===== src/rtl/pipe_stage_reg.sv =====
// pipe_stage_reg: one pipeline register stage with valid/ready handshaking,
// flush (squash) and a saturating stall counter.
//
// Build option: define PIPE_STAGE_REG_SKID_EN to add a one-entry skid
// register. in_ready then comes from a flop and has no combinational path
// from out_ready, and the stage holds two entries. Without the macro the
// stage holds one entry and in_ready = out_ready | ~out_valid.
//
// Ports:
//   clk        rising-edge clock
//   rst        synchronous, active-high reset (priority over everything)
//   flush      drops held and incoming entries; out_data keeps its value
//   in_valid   upstream entry present
//   in_ready   stage accepts an entry this cycle
//   in_data    upstream payload (DATA_W)
//   out_valid  downstream entry present (flop)
//   out_ready  downstream accepts this cycle
//   out_data   payload (flop)
//   stall_cnt  saturating count of cycles with out_valid & ~out_ready (flop)
module pipe_stage_reg #(
    parameter int unsigned DATA_W = 32,
    parameter int unsigned CNT_W  = 16
) (
    input  logic              clk,
    input  logic              rst,
    input  logic              flush,
    input  logic              in_valid,
    output logic              in_ready,
    input  logic [DATA_W-1:0] in_data,
    output logic              out_valid,
    input  logic              out_ready,
    output logic [DATA_W-1:0] out_data,
    output logic [CNT_W-1:0]  stall_cnt
);

    localparam logic [CNT_W-1:0] CNT_MAX = '1;

    logic              in_xfer;
    logic              stall;
    logic              main_valid_nxt;
    logic [DATA_W-1:0] main_data_nxt;
    logic [CNT_W-1:0]  stall_cnt_nxt;

    assign in_xfer = in_valid & in_ready;
    assign stall   = out_valid & ~out_ready;

    // Stall counter: counts held-but-not-taken cycles, saturates, ignores flush
    always_comb begin
        stall_cnt_nxt = stall_cnt;
        if (!flush && stall && (stall_cnt != CNT_MAX)) begin
            stall_cnt_nxt = stall_cnt + CNT_W'(1);
        end
    end

`ifdef PIPE_STAGE_REG_SKID_EN
    logic              skid_valid;
    logic              skid_valid_nxt;
    logic [DATA_W-1:0] skid_data;
    logic [DATA_W-1:0] skid_data_nxt;

    // Ready depends only on the skid flop, breaking the out_ready path
    assign in_ready = ~skid_valid;

    // Main/skid next state; skid only fills while main is stalled
    always_comb begin
        main_valid_nxt = out_valid;
        main_data_nxt  = out_data;
        skid_valid_nxt = skid_valid;
        skid_data_nxt  = skid_data;
        if (flush) begin
            main_valid_nxt = 1'b0;
            skid_valid_nxt = 1'b0;
        end else if (!out_valid) begin
            if (in_xfer) begin
                main_valid_nxt = 1'b1;
                main_data_nxt  = in_data;
            end
        end else if (out_ready) begin
            // Older skid entry goes first; in_ready was low if skid was full
            if (skid_valid) begin
                main_data_nxt  = skid_data;
                skid_valid_nxt = 1'b0;
            end else if (in_xfer) begin
                main_data_nxt  = in_data;
            end else begin
                main_valid_nxt = 1'b0;
            end
        end else if (in_xfer) begin
            skid_valid_nxt = 1'b1;
            skid_data_nxt  = in_data;
        end
    end

    // Skid register
    always_ff @(posedge clk) begin
        if (rst) begin
            skid_valid <= 1'b0;
            skid_data  <= '0;
        end else begin
            skid_valid <= skid_valid_nxt;
            skid_data  <= skid_data_nxt;
        end
    end
`else
    logic out_xfer;

    assign out_xfer = out_valid & out_ready;
    // Slot is free when empty or being drained this cycle
    assign in_ready = out_ready | ~out_valid;

    // Single-slot next state
    always_comb begin
        main_valid_nxt = out_valid;
        main_data_nxt  = out_data;
        if (flush) begin
            main_valid_nxt = 1'b0;
        end else if (in_xfer) begin
            main_valid_nxt = 1'b1;
            main_data_nxt  = in_data;
        end else if (out_xfer) begin
            main_valid_nxt = 1'b0;
        end
    end
`endif

    // Output registers
    always_ff @(posedge clk) begin
        if (rst) begin
            out_valid <= 1'b0;
            out_data  <= '0;
            stall_cnt <= '0;
        end else begin
            out_valid <= main_valid_nxt;
            out_data  <= main_data_nxt;
            stall_cnt <= stall_cnt_nxt;
        end
    end

endmodule


===== config.mk =====
export PLATFORM = sky130hd
export DESIGN_NAME = pipe_stage_reg
export DESIGN_NICKNAME = d
export VERILOG_FILES = /design/src/rtl/pipe_stage_reg.sv
export SDC_FILE = /design/constraint.sdc
export NUM_CORES = 1
export LEC_CHECK = 0
export CAP_MARGIN = 20
export CORE_ASPECT_RATIO = 1.25
export CORE_MARGIN = 4
export CORE_UTILIZATION = 30
export DETAILED_ROUTE_END_ITERATION = 6
export PLACE_DENSITY = 0.71
export SLEW_MARGIN = 5
export SYNTH_ARGS = -nofsm -noshare
export SYNTH_HDL_FRONTEND = slang
export SYNTH_SLANG_ARGS = --single-unit

===== constraint.sdc =====
create_clock -name clk -period 1.9 [get_ports clk]
set_input_delay 0.38 -clock clk [delete_from_list [all_inputs] [get_ports clk]]
set_output_delay 0.38 -clock clk [all_outputs]
set_load 0.005 [all_outputs]

---- After elaboration in Yosys (flattened, before gate mapping) ----
Cells that the tools add are included.
operators by class
  add/subtract/negate cells ............... 1
  eq/ne operators ......................... 1
  mux-type cells .......................... 2
  bitwise gates (word level) .............. 7
  reductions and logical operators ........ 6
operators with widths
  cell                   number
  $add 16x1->16 const B  1
  $ne 16x16->1 const B   1
  $and 1x1->1            3
  $not 1->1              3
  $logic_and 1x1->1      2
  $mux 1                 2
  $reduce_and 2->1       1
  $reduce_bool 2->1      1
  $reduce_or 2->1        1
  $logic_not 1->1        1
  $or 1x1->1             1
word-level totals
  flip-flop bits (word level) ............. 49
  logic and storage cells ................. 20

---- Longest topological paths before layout ----
  word-level depth ........................ 4
  gate-level depth with buffers ........... 6
  depth with buffers taken out ............ 6

---- Worst setup path before layout ----
Ideal clock, no wire load.
  kind .................................... reg-to-reg
  start point ............................. register stall_cnt[0]
  end point ............................... register stall_cnt[11]
  arrival ................................. 1521 ps
  data required time ...................... 1833 ps
  setup slack ............................. 311 ps
  stages on the path, launching flop included .. 7
  cells stage by stage .................... dfxtp_1 -> ha_1 -> nand3_1 -> nor4_4 -> nor3_2 -> a21bo_1 -> a21oi_2
between the ends
  cells in the longest elaborated chain, start to end .. 2
  elaborated cells on any way between the ends .. 3
RTL lines
  item                                                   RTL line  text
  start, declared                                        33        output logic [CNT_W-1:0] stall_cnt
  start signal, assigned                                 135       stall_cnt <= stall_cnt_nxt;
  branches (longest 2 deep; another with $add 16x1->16)  n/a
Several ways; the timed one is not identified.
A chain may end at the register's enable or synchronous reset.

---- Worst setup path after layout ----
  start point ............................. input port out_ready
  end point ............................... output port in_ready
between the ends
  cells in the longest elaborated chain, start to end .. 1
RTL lines
  item             RTL line  text
  start, declared  31        input logic out_ready,
  $or 1x1->1       109       assign in_ready = out_ready | ~out_valid;
  end, declared    28        output logic in_ready,
No other way between the ends.

==> out/results.ini <==
[grt]
grt_pass1_wl_mm = 8.52
grt_usage_pct = 13.2
antenna_found_initial = 0
grt_max_degree = 33
global_route.overflow_total = 0
grt_pass1_vias = 1927

[sta]
setup_viol = 0
fmax_ghz = 0.541
finalHoldViolCount = 0
worst_pin_slew_ps = 420
max_slew_margin_pct = 72.0
rsz0062_at_grt = false
slew_violations = 0
timing.final.crit_period_ps = 1850
hold_slack_ps = 458
timing.clock.skew_ps = 8.52
tns_ps = 0
period_share_pct = 97.3

[placement]
dpl.hpwl_mm = 3.69
dpl.cell_count = 403
io_buffers = 86
gp_congestion = 0.797

[drt]
antenna_left = 0
drc = 0
first_pass_iters = 4
routed_via_density = 4.61
vias = 1896
first_iter_violations = 60
routed_wl_mm = 5.12
routedWlPerCell_um = 12.4

[power]
seq_power_share_pct = 51.5
p_per_area_mw_per_mm2 = 669
power_mw = 2.09
power_switching_uw = 446
internal_power_mw = 1.64
p_leak_nw = 1.09
p_sw_share_pct = 21.3
clkPwrFrac_pct = 36.7
p_comb_share_pct = 11.8
peakVddDrop_v = 0.000359

[clocking]
cts_inserted_buffers = 5
cts_buffer_depth = 2
cts_setup_buffers = 0
cts_tree = yes
cts_hold_buf = 0
htreeDepth = 2
cts_root_buffer = clkbuf_8
cts.sinks = 49
cts_resized = 0
path_clk_slew_ps = 80
clkLatencyLatePin_ps = 290

[synthesis]
syn_nets = 269
synthArstFlopShare_pct = 0
syn_inst = 231
yosysSeqAreaShare_pct = 50.4
ys.flop_type = dfxtp_1
synth_edf_count = 0
synth_area_leader_cell = dfxtp_1
ys_ff_latch = 49
yosysWarnings = 0
ys_top_cells_by_area = dfxtp_1, nand2_1, a21oi_1
syn_area_per_cell_um2 = 8.43
synthDominantCellAreaShare_pct = 50.4
synthDistinctLibCells = 31
netlist_area_mm2 = 0.00195

[run_status]
status = finished, final reports clean

[cells_and_area]
fin_nets = 363
fin_util_pct = 50.0
antenna_cells = 0
drive_above_1_share_pct = 9.82
area_growth_pct = 60.3
fin_cells = 411

[die]
dieHeight_um = 98.1
io_pins = 87
placement_rows = 32
dieArea_mm2 = 0.00785
start_util_pct = 31.2
die_x_um = 80.1
coreArea_mm2 = 0.00625

[worst_setup_path]
cp.arrival_ps = 1470
worst-path-max-fanout = 2
path_cells = clkdlybuf4s50_1 > nand2b_1 > clkdlybuf4s50_1
cp_num_buf_inv = 2
crit_slowest_cell = clkdlybuf4s50_1
max_stage_delay_ps = 500
cp.required_ps = 1520
crit_cells = 3
r2r_cells = 6
path_class = input pin to output port
end_kind = output port
crit_top_cell = clkdlybuf4s50_1
path_delay_family = buffers and inverters
cp-start-kind = input pin

[min_path]
holdCritPathClass = flip-flop to flip-flop
hold_path_depth = 2

[job]
cap_violations = 0

## final cells by class
class	instances	area (µm²)
fillers	586	3120
clock buffers	6	82.6
flip-flops and latches	49	981
multi-input cells	168	916
inverters	2	7.51
clock inverters	2	37.5
repair buffers	99	991
well taps	85	106
## placed cells by master, fill, tap and decap left out
cell             Yosys  final
nor4_4               1      1
nor3_2               2      2
buf_12               0      3
or4_1                1      1
a211oi_1             1      1
xnor2_1             11     11
a21oi_2              1      1
nor3_1               4      4
buf_4                0     10
a221oi_1             1      1
dfxtp_1             49     49
o31ai_1              1      1
clkbuf_8             0      6
nor4_1               6      6
mux2i_1              2      2
a21bo_1              1      1
clkdlybuf4s50_1      0     85
nand4_1              3      3
bufinv_16            0      1
nor4b_1              1      1
nor3b_4              0      1
nand2b_1             1      1
nand4_2              3      3
nand2_1             69     69
and2_1               1      1
inv_1                2      2
nand3_2              1      1
clkinvlp_4           0      1
a21oi_1             33     33
nand3b_1             2      2
ha_1                 1      1
nor2_1              15     15
and4bb_2             1      1
buf_2                3      1
and4_1               1      1
nand3_1              3      3
## cell families (layout without fill, tap and decap cells)
logic type      Yosys count  after routing  share of synthesized area, %
xor+xnor                 11             11                          4.95
buf+inv                  14            109                          2.89
fa+ha+maj                 1              1                         0.643
mux                       2              2                          1.03
compound gates           38             38                          10.7
simple gates            116            116                          29.4
flops                    49             49                          50.4
## state kept, by name, indices dropped and copies added (netlist names)
name,count
out_data,32
out_valid,1
stall_cnt,16
## cells in the mapped netlist (2+ instances only)
master    instances
nor4_1            6
nor3_2            2
nand4_1           3
mux2i_1           2
nor3_1            4
clkbuf_1          9
nand4_2           3
xnor2_1          11
inv_1             2
nand2_1          69
nand3_1           3
nand3b_1          2
buf_2             3
a21oi_1          33
nor2_1           15
dfxtp_1          49
## layer usage
| metal | vias up | part of all wire [%] | track usage [%] |
|---|---|---|---|
| met5 | - | 0 | 0 |
| met4 | 0 | 1.3 | 3.90 |
| met3 | 8 | 6.5 | 3.69 |
| met2 | 58 | 47 | 22.2 |
| met1 | 863 | 46 | 16.1 |
| li1 | 967 | - | - |
## worst reg2reg max path: cells and delay by family (launching register included)
| kind | cells | cell delay (ps) |
|---|---|---|
| compound gates | 1 | 140 |
| fa+ha+maj | 1 | 230 |
| buf+inv | 1 | 170 |
| flops | 1 | 370 |
| simple gates | 3 | 690 |
## worst paths after layout
check             slack (ps)            to          from
hold / removal           460   out_data[0]   out_data[0]
setup / recovery          50      in_ready     out_ready
setup reg to reg         250  stall_cnt[5]  stall_cnt[1]
hold reg to reg          460   out_data[0]   out_data[0]
## metrics by stage
step / area, µm² / worst slack (ps)
after floorplan: 1950 / 311
after global placement: 3000 / -95.9
after detailed placement: 3000 / -102
after CTS: 3120 / 46.6
after global routing: 3120 / 0.385
final: 3120 / 50.9
## power groups by stage
stage               Clock (mW)  Combinational (mW)  Sequential (mW)
finish                   0.766               0.247             1.08
global route             0.838               0.271             1.08
CTS                      0.793               0.252             1.08
detailed placement           0               0.251             1.10
global placement             0               0.249             1.10
floorplan                    0              0.0729             1.10
(Power assumes the default switching activity.)
